`src/rtl/apa102_ws2812_bridge_core_if.sv`:
```
// Pin-level bundle between the APA102 input pins and the WS2812 output side of the bridge.
// The bridge core takes the slave view.
interface apa102_ws2812_bridge_core_if;
   logic sck;
   logic sda;
   logic led_o;
   logic busy;
   logic frame_ok;
   logic overrun;

   modport master (
      output sck, sda,
      input  led_o, busy, frame_ok, overrun
   );

   modport slave (
      input  sck, sda,
      output led_o, busy, frame_ok, overrun
   );
endinterface

```
`src/rtl/apa102_ws2812_bridge_core.sv`:
```
// APA102 frame decoder with brightness scaling, double-buffered into a WS2812 bit serialiser.
// The shadow buffer fills from the SPI side; a full frame is copied to display only while idle.
module apa102_ws2812_bridge_core #(
   parameter int unsigned LED_CNT   = 7,
   parameter int unsigned T0H       = 8,
   parameter int unsigned T1H       = 16,
   parameter int unsigned TBIT      = 25,
   parameter int unsigned TRESET    = 1200,
   parameter int unsigned OUT_ORDER = 0
) (
   input  logic                          clk,
   input  logic                          reset,
   apa102_ws2812_bridge_core_if.slave    bus
);

   localparam int unsigned IW   = $clog2(LED_CNT + 1);
   localparam int unsigned PW   = (LED_CNT > 1) ? $clog2(LED_CNT) : 1;
   localparam int unsigned TMAX = (TBIT > TRESET) ? TBIT : TRESET;
   localparam int unsigned TW   = $clog2(TMAX + 1);

   localparam logic [IW-1:0] IDX_LAST = IW'(LED_CNT - 1);
   localparam logic [IW-1:0] IDX_FULL = IW'(LED_CNT);
   localparam logic [PW-1:0] PIX_LAST = PW'(LED_CNT - 1);
   localparam logic [TW-1:0] T0_LAST  = TW'(T0H - 1);
   localparam logic [TW-1:0] T1_LAST  = TW'(T1H - 1);
   localparam logic [TW-1:0] TB_LAST  = TW'(TBIT - 1);
   localparam logic [TW-1:0] TR_LAST  = TW'(TRESET - 1);

   localparam logic [2:0] S_IDLE  = 3'd0;
   localparam logic [2:0] S_LOAD  = 3'd1;
   localparam logic [2:0] S_HIGH  = 3'd2;
   localparam logic [2:0] S_LOW   = 3'd3;
   localparam logic [2:0] S_LATCH = 3'd4;

   logic          sck_s1_q, sck_s2_q, sck_s3_q;
   logic          sda_s1_q, sda_s2_q;
   logic          sck_rise;

   logic [31:0]   sr_q, sr_d;
   logic [4:0]    cnt_q, cnt_d;
   logic [IW-1:0] idx_q, idx_d;
   logic          pend_q, pend_d;
   logic          pvld_q, pvld_d;
   logic [28:0]   pword_q, pword_d;
   logic          ovr_d;
   logic          commit;
   logic [23:0]   pix_scaled;

   logic [23:0]   shadow_q  [LED_CNT];
   logic [23:0]   display_q [LED_CNT];

   logic [2:0]    state_q, state_d;
   logic [TW-1:0] tmr_q, tmr_d;
   logic [PW-1:0] pix_q, pix_d;
   logic [4:0]    bit_q, bit_d;
   logic [23:0]   sh_q, sh_d;
   logic [23:0]   disp_px, load_word;

   logic          led_q, busy_q, fok_q, ovr_q;

   function automatic logic [7:0] scale(input logic [7:0] c, input logic [4:0] b);
      logic [12:0] prod;
      prod = {5'b0, c} * {8'b0, b};
      return (b == 5'd31) ? c : prod[12:5];
   endfunction

   always_ff @(posedge clk or posedge reset) begin
      if (reset) begin
         sck_s1_q <= 1'b0;
         sck_s2_q <= 1'b0;
         sck_s3_q <= 1'b0;
         sda_s1_q <= 1'b0;
         sda_s2_q <= 1'b0;
      end else begin
         sck_s1_q <= bus.sck;
         sck_s2_q <= sck_s1_q;
         sck_s3_q <= sck_s2_q;
         sda_s1_q <= bus.sda;
         sda_s2_q <= sda_s1_q;
      end
   end

   assign sck_rise = sck_s2_q & ~sck_s3_q;
   assign commit   = (state_q == S_IDLE) && pend_q;

   // An all-zero window is a start frame regardless of bit alignment; a commit in the
   // same cycle has already claimed the pending frame, so that case is not an overrun.
   always_comb begin
      sr_d    = sr_q;
      cnt_d   = cnt_q;
      idx_d   = idx_q;
      pend_d  = pend_q;
      pvld_d  = 1'b0;
      pword_d = pword_q;
      ovr_d   = 1'b0;
      if (pvld_q) begin
         idx_d = idx_q + IW'(1);
         if (idx_q == IDX_LAST) pend_d = 1'b1;
      end
      if (commit) pend_d = 1'b0;
      if (sck_rise) begin
         sr_d  = {sr_q[30:0], sda_s2_q};
         cnt_d = cnt_q + 5'd1;
         if (sr_d == '0) begin
            cnt_d  = '0;
            idx_d  = '0;
            pend_d = 1'b0;
            ovr_d  = pend_q & ~commit;
         end else if (cnt_q == 5'd31 && sr_d[31:29] == 3'b111 && idx_q < IDX_FULL) begin
            pvld_d  = 1'b1;
            pword_d = sr_d[28:0];
         end
      end
   end

   always_ff @(posedge clk or posedge reset) begin
      if (reset) begin
         sr_q    <= '0;
         cnt_q   <= '0;
         idx_q   <= '0;
         pend_q  <= 1'b0;
         pvld_q  <= 1'b0;
         pword_q <= '0;
      end else begin
         sr_q    <= sr_d;
         cnt_q   <= cnt_d;
         idx_q   <= idx_d;
         pend_q  <= pend_d;
         pvld_q  <= pvld_d;
         pword_q <= pword_d;
      end
   end

   // Buffers hold {R,G,B}; wire order is chosen at load time.
   assign pix_scaled = {scale(pword_q[7:0],   pword_q[28:24]),
                        scale(pword_q[15:8],  pword_q[28:24]),
                        scale(pword_q[23:16], pword_q[28:24])};

   always_ff @(posedge clk or posedge reset) begin
      if (reset) begin
         for (int unsigned i = 0; i < LED_CNT; i++) shadow_q[i] <= '0;
      end else if (pvld_q) begin
         shadow_q[idx_q[PW-1:0]] <= pix_scaled;
      end
   end

   always_ff @(posedge clk or posedge reset) begin
      if (reset) begin
         for (int unsigned i = 0; i < LED_CNT; i++) display_q[i] <= '0;
      end else if (commit) begin
         for (int unsigned i = 0; i < LED_CNT; i++) display_q[i] <= shadow_q[i];
      end
   end

   assign disp_px   = display_q[pix_q];
   assign load_word = (OUT_ORDER == 0) ? {disp_px[15:8], disp_px[23:16], disp_px[7:0]} : disp_px;

   // LOAD is the first high cycle of a pixel's bit 0, so the bit timer never pauses.
   always_comb begin
      state_d = state_q;
      tmr_d   = tmr_q;
      pix_d   = pix_q;
      bit_d   = bit_q;
      sh_d    = sh_q;
      case (state_q)
         S_IDLE: begin
            if (pend_q) begin
               state_d = S_LOAD;
               tmr_d   = '0;
               pix_d   = '0;
            end
         end
         S_LOAD: begin
            sh_d    = load_word;
            bit_d   = '0;
            tmr_d   = tmr_q + TW'(1);
            state_d = S_HIGH;
         end
         S_HIGH: begin
            tmr_d = tmr_q + TW'(1);
            if (tmr_q == (sh_q[23] ? T1_LAST : T0_LAST)) state_d = S_LOW;
         end
         S_LOW: begin
            if (tmr_q == TB_LAST) begin
               tmr_d = '0;
               if (bit_q == 5'd23) begin
                  if (pix_q == PIX_LAST) begin
                     state_d = S_LATCH;
                  end else begin
                     pix_d   = pix_q + PW'(1);
                     state_d = S_LOAD;
                  end
               end else begin
                  bit_d   = bit_q + 5'd1;
                  sh_d    = {sh_q[22:0], 1'b0};
                  state_d = S_HIGH;
               end
            end else begin
               tmr_d = tmr_q + TW'(1);
            end
         end
         S_LATCH: begin
            if (tmr_q == TR_LAST) begin
               tmr_d   = '0;
               state_d = S_IDLE;
            end else begin
               tmr_d = tmr_q + TW'(1);
            end
         end
         default: state_d = S_IDLE;
      endcase
   end

   always_ff @(posedge clk or posedge reset) begin
      if (reset) begin
         state_q <= S_IDLE;
         tmr_q   <= '0;
         pix_q   <= '0;
         bit_q   <= '0;
         sh_q    <= '0;
         led_q   <= 1'b0;
         busy_q  <= 1'b0;
         fok_q   <= 1'b0;
         ovr_q   <= 1'b0;
      end else begin
         state_q <= state_d;
         tmr_q   <= tmr_d;
         pix_q   <= pix_d;
         bit_q   <= bit_d;
         sh_q    <= sh_d;
         led_q   <= (state_d == S_LOAD) || (state_d == S_HIGH);
         busy_q  <= (state_d != S_IDLE);
         fok_q   <= commit;
         ovr_q   <= ovr_d;
      end
   end

   assign bus.led_o    = led_q;
   assign bus.busy     = busy_q;
   assign bus.frame_ok = fok_q;
   assign bus.overrun  = ovr_q;

endmodule

```
`src/flat_wrapper.sv`:
```
// flat-port wrapper written by rule: the top's interface ports become plain ports
module apa102_ws2812_bridge_core_flat 
#(
   parameter int unsigned LED_CNT   = 7,
   parameter int unsigned T0H       = 8,
   parameter int unsigned T1H       = 16,
   parameter int unsigned TBIT      = 25,
   parameter int unsigned TRESET    = 1200,
   parameter int unsigned OUT_ORDER = 0
)
  (clk, reset, bus_sck, bus_sda, bus_led_o, bus_busy, bus_frame_ok, bus_overrun);
  apa102_ws2812_bridge_core_if bus_i ();
  input  logic clk;
  input  logic reset;
  input wire logic [$bits(bus_i.sck)-1:0] bus_sck;
  input wire logic [$bits(bus_i.sda)-1:0] bus_sda;
  output wire logic [$bits(bus_i.led_o)-1:0] bus_led_o;
  output wire logic [$bits(bus_i.busy)-1:0] bus_busy;
  output wire logic [$bits(bus_i.frame_ok)-1:0] bus_frame_ok;
  output wire logic [$bits(bus_i.overrun)-1:0] bus_overrun;
  assign bus_i.sck = bus_sck;
  assign bus_i.sda = bus_sda;
  assign bus_led_o = bus_i.led_o;
  assign bus_busy = bus_i.busy;
  assign bus_frame_ok = bus_i.frame_ok;
  assign bus_overrun = bus_i.overrun;
  apa102_ws2812_bridge_core #(.LED_CNT(LED_CNT), .T0H(T0H), .T1H(T1H), .TBIT(TBIT), .TRESET(TRESET), .OUT_ORDER(OUT_ORDER)) u_core (.clk(clk), .reset(reset), .bus(bus_i));
endmodule
```
`config.mk`:
```
export PLATFORM = sky130hd
export DESIGN_NAME = apa102_ws2812_bridge_core_flat
export DESIGN_NICKNAME = d
export VERILOG_FILES = /design/src/rtl/apa102_ws2812_bridge_core_if.sv /design/src/rtl/apa102_ws2812_bridge_core.sv /design/src/flat_wrapper.sv
export SDC_FILE = /design/constraint.sdc
export NUM_CORES = 1
export LEC_CHECK = 0
export CAP_MARGIN = 20
export CORE_ASPECT_RATIO = 0.7
export CORE_MARGIN = 3
export CORE_UTILIZATION = 52
export DETAILED_ROUTE_END_ITERATION = 6
export GPL_TIMING_DRIVEN = 1
export HOLD_SLACK_MARGIN = 0.02
export PLACE_DENSITY = 0.67
export SLEW_MARGIN = 10
export SYNTH_ARGS = -nofsm -noshare
export SYNTH_HDL_FRONTEND = slang
export SYNTH_SLANG_ARGS = --single-unit
```
`constraint.sdc`:
```
create_clock -name clk -period 37.6 [get_ports clk]
set_clock_uncertainty 0.2 [all_clocks]
set_input_delay 7.52 -clock clk [delete_from_list [all_inputs] [get_ports clk]]
set_output_delay 7.52 -clock clk [all_outputs]
set_load 0.02 [all_outputs]
```
# == Yosys cells after proc, flatten, opt, wreduce, memory -nomap -nowiden ==
# Index checks and enable logic that the tools add are counted.
# word_totals
regBits,461
# classes
add_sub_neg,5
multipliers,3
n_lt_le_gt_ge,4
n_eq_ne,20
muxes,46
bitwise,7
reduce_logical,16
# ops
operator,count
$bwmux 168,1
$mux 24,5
$bmux 24 s3,1
$demux 24 s3,1
$pmux 24 s2,1
$pmux 11 s4,1
$mul 8x5->13,3
$mux 3,13
$mux 11,3
$logic_not 32->1,1
$mux 8,3
$eq 5x5->1 const B,3
$mux 5,3
$pmux 3 s5,1
$eq 3x3->1 const B,4
$add 11x1->11 const B,1
$eq 11x11->1,1
$eq 11x11->1 const B,1
$eq 11x5->1 const B,1
$add 5x1->5 const B,2
$mux 1,10
$pmux 5 s2,1
$eq 3x2->1 const B,3
$ge 4x4->1 const B,2
other kinds (21),35

# == Depth between registers and ports, before layout ==
# logic_depth
depth_word,7
mapped_depth,16
depth_no_buf,14

# == Worst setup path after synthesis ==
# OpenSTA, ideal clock, no wires.
# synth_timing
kind,flip-flop to output port
from,"register u_core.busy_q, in the netlist u_core.bus.busy"
to,output bus_busy
t_arrival_ns,0.416
path_slack_ns,29.464
stages_incl_launch_ff,1
path_buffers,0
cell_sequence,dfrtp_1
# synth_rtl
item,line,source
start: declaration,apa102_ws2812_bridge_core.sv:59,"logic led_q, busy_q, fok_q, ovr_q;"
start signal: assignment,apa102_ws2812_bridge_core.sv:232,busy_q <= (state_d != S_IDLE);
end: declaration,flat_wrapper.sv:18,output wire logic [$bits(bus_i.busy)-1:0] bus_busy;
# No word-level cell between the ends.

==> run_results.csv <==
group,metric,value,unit
outcome,run_status,"complete, no violations",
clock_network,clock_sinks,461,
power_and_ir_drop,internal_power,782,uW
clock_network,hold_buffers,0,
clock_network,cts_tree,"yes",
place,place.detailed.hpwl,32300,um
synth,async_flop_share,100,%
layout,nets,2254,
place,gp_congestion,0.805,
layout,antenna_cells,0,
place,dp_cells,2668,
sta,drv_slew,0,
global_route,met1_usage,33.3,%
layout,n_fill_cell,3536,
synth,syn_area,23100,sq um
critical_path,slowest_delay,870,ps
synth,yosysMostFrequentCell,"dfrtp_1",
synth,yosysWarningCount,0,
sta,setup_viol,0,
critical_path,cp_slowest_cell,"buf_4",
critical_path,endpoint,"u_core.shadow_q[121]",
synth,synth_top_family_by_area,"simple AND/OR/NAND/NOR gates",
global_route,track_usage,22.5,%
synth,synth.net_count,2297,
power_and_ir_drop,p_leak,0.0124,uW
synth,synth-compound-area-share,9.33,%
clock_network,cts_setup_buffers,0,
clock_network,cts-root-buf,"clkbuf_16",
synth,yosysTopAreaCell,"dfrtp_1",
synth,synth-seq-cells,461,
critical_path,worstSetupPathType,"in -> async",
synth,ys.flop_type,"dfrtp_1",
clock_network,path_clk_slew,60,ps
critical_path,r2r_setup_slack,32590,ps
floorplan,die_x,258,um
floorplan,core_area,43100,sq um
critical_path,arrival,10400,ps
drt,dr_total_vias,15800,
worst_hold_path,hold_class,"reg -> reg",
drt,drt_iter0_drc,1358,
critical_path,crit_family,"buffers and inverters",
global_route,grt_start_max_net_pins,115,
layout,drive_gt1_share,16.8,%
power_and_ir_drop,power.density,39.2,nW/um^2
critical_path,path_cells,"clkdlybuf4s50_1 > inv_8 > buf_4 > buf_4",
global_route,top_usage_layer,"met2",
power_and_ir_drop,swShare,21.3,%
clock_network,insertion_delay,560,ps
global_route,grt_pass1_vias,16200,
sta,min_period,10020,ps
synth,synth_top_area_share,49.9,%
synth,muxShareOfSynthArea,14.0,%
synth,synth_edf_count,0,
drt,routedWlPerCell,18.5,um
clock_network,cts_buffers,44,
floorplan,die_h,182,um
layout,final_cells,2752,
critical_path,worstPathRequired,37980,ps
global_route,met2_usage,35.3,%
sta,fmax,99.8,MHz
synth,yosys-top-cells-count,"dfrtp_1, nand2_1, mux2_2",
floorplan,ioPinCount,8,
sta,slew_headroom,30.5,%
power_and_ir_drop,p_switching,212,uW
flow_run,maxCapViolCount,0,
power_and_ir_drop,power_frac_seq,51.0,%
drt,drt.antenna.violating_nets,0,
sta,rsz0062_at_grt,"false",
power_and_ir_drop,ir_drop,0.0000393,V
sta,min_period_over_period,26.7,%
critical_path,end_kind,"async pin",
critical_path,critPathMaxFanout,114,
clock_network,cts_resized,0,
sta,finalSetupTns,0,ps
layout,syn2layout_area_growth,9.51,%
drt,dr.pass1.iters,5,
worst_hold_path,worstHoldPathCells,0,
critical_path,r2r_start,"u_core.pword_q[17]",
floorplan,rows,63,
synth,yosysSeqAreaShare,49.9,%
sta,hold_viol_final,0,
place,portBuffers,7,
synth,synth_xor_area_share,0.568,%
critical_path,crit_path_start,"reset",
sta,worst-slew-pin-transition,1040,ps
global_route,grt.met3_usage,3.25,%
layout,post-route-util,58.7,%
floorplan,start_util,53.6,%
drt,viasPerCell,5.74,
global_route,antenna_found_initial,0,
drt,drc_errors,0,
synth,yosys-top-cells-area,"dfrtp_1, mux2_2, nand2_1, fa_1, o21ai_0",
synth,syn_avg_cell_area,10.6,sq um
synth,postSynthCellCount,2176,
critical_path,reg2reg_depth,13,
global_route,grt-ovfl-total,0,
critical_path,cpMostUsedCell,"buf_4",
power_and_ir_drop,comb_power_share,2.2,%
critical_path,worstReg2RegEnd,"u_core.shadow_q[2]",
clock_network,clock_path_buffers,3,
synth,synth_cell_types,70,
drt,wl,50800,um
critical_path,cp-start-kind,"input pin",
power_and_ir_drop,clkPwrFrac,46.8,%
global_route,grt_pass1_wl,85800,um
critical_path,cp.depth,4,
synth,synth-simple-area-share,14.5,%
synth,synthAdderAreaFrac,7.99,%
floorplan,die-area,47100,sq um
critical_path,critPathBufInv,4,
clock_network,cts_max_level,2,
cells by family (layout without fill, tap and decap cells):
family	count (synthesis)	count (layout)
and+or+nand+nor	728	728
xor gates and xnor gates	15	15
buffers and inverters	217	208
AOI/OAI and AO/OA	371	371
adders and majority gates	117	117
DFF	461	461
muxes	267	267
power groups by stage:
stage	logic [uW]	clock network (uW)	registers [uW]
after floorplan	16.0	0	515
after global placement	21.3	0	516
after detailed placement	22.3	0	516
after CTS	22.2	475	507
after global routing	26.1	498	507
final	21.7	465	507
flip-flops by register name (all words and copies together), names as in the netlist, 5 cells and up:
signal / count
u_core.cnt_q: 5
u_core.bit_q: 5
u_core.sh_q: 24
u_core.sr_q: 31
u_core.pword_q: 29
u_core.shadow_q: 168
u_core.display_q: 168
u_core.tmr_q: 11
cell type report:
cell class	count	area [sq um]	share of cell area, %
clock buffer	66	1290	5.11
clock inverter	14	233	0.919
timing repair buffer	42	402	1.59
tap	585	732	2.89
multi-input combinational	1498	10800	42.6
inverter	86	330	1.30
sequential	461	11500	45.6
routing by layer:
metal / wire length [um] / up-vias
met3: 2430 / 70
met2: 22800 / 307
li1: - / 7399
met4: 994 / 0
met5: 0 / -
met1: 24600 / 8013
metrics by stage:
step / power [uW] / hold slack (ps) / cell area [sq um] / setup slack (ps)
3_3_place_gp: 537 / 136 / 23700 / 26880
4_1_cts: 1000 / 151 / 25200 / 27440
2_1_floorplan: 531 / 131 / 23100 / 17030
5_1_grt: 1030 / 162 / 25300 / 27110
3_5_place_dp: 538 / 136 / 23700 / 26840
6_report: 993 / 149 / 25300 / 27580
cell usage in the layout (no fill, tap or decap), types with 4 or more instances in the layout:
| cell | synthesis | layout |
|---|---|---|
| a211oi_1 | 26 | 26 |
| a21o_1 | 8 | 8 |
| a21oi_1 | 96 | 96 |
| a21oi_2 | 5 | 5 |
| a31oi_1 | 9 | 9 |
| and2_1 | 69 | 69 |
| and3_1 | 29 | 29 |
| buf_4 | 1 | 30 |
| bufinv_16 | 0 | 5 |
| clkbuf_1 | 88 | 12 |
| clkbuf_16 | 0 | 45 |
| clkbuf_8 | 0 | 9 |
| clkdlybuf4s50_1 | 0 | 7 |
| clkinv_2 | 0 | 4 |
| dfrtp_1 | 461 | 458 |
| fa_1 | 51 | 51 |
| ha_1 | 66 | 66 |
| inv_1 | 86 | 85 |
| mux2_2 | 199 | 199 |
| mux2i_1 | 43 | 43 |
| mux4_2 | 24 | 24 |
| nand2_1 | 342 | 342 |
| nand2b_1 | 11 | 11 |
| nand3_1 | 58 | 54 |
| nand3_2 | 1 | 5 |
| nand4_1 | 11 | 11 |
| nor2_1 | 113 | 111 |
| nor2b_1 | 6 | 4 |
| nor3_1 | 38 | 38 |
| nor3b_1 | 5 | 5 |
| nor4_1 | 14 | 14 |
| o21ai_0 | 175 | 175 |
| o21ai_1 | 11 | 11 |
| o31a_1 | 11 | 11 |
| or3_1 | 17 | 17 |
| xnor2_1 | 7 | 7 |
| xor2_1 | 8 | 8 |
worst min-delay path by stage:
stage | startpoint | end
3_5_place_dp | u_core.sck_s1_q | u_core.sck_s2_q
2_1_floorplan | u_core.sck_s1_q | u_core.sck_s2_q
6_report | u_core.sck_s1_q | u_core.sck_s2_q
4_1_cts | u_core.sck_s1_q | u_core.sck_s2_q
3_3_place_gp | u_core.sda_s1_q | u_core.sda_s2_q
5_1_grt | u_core.sck_s1_q | u_core.sck_s2_q
Note: power is estimated with default switching activity, not from simulation.
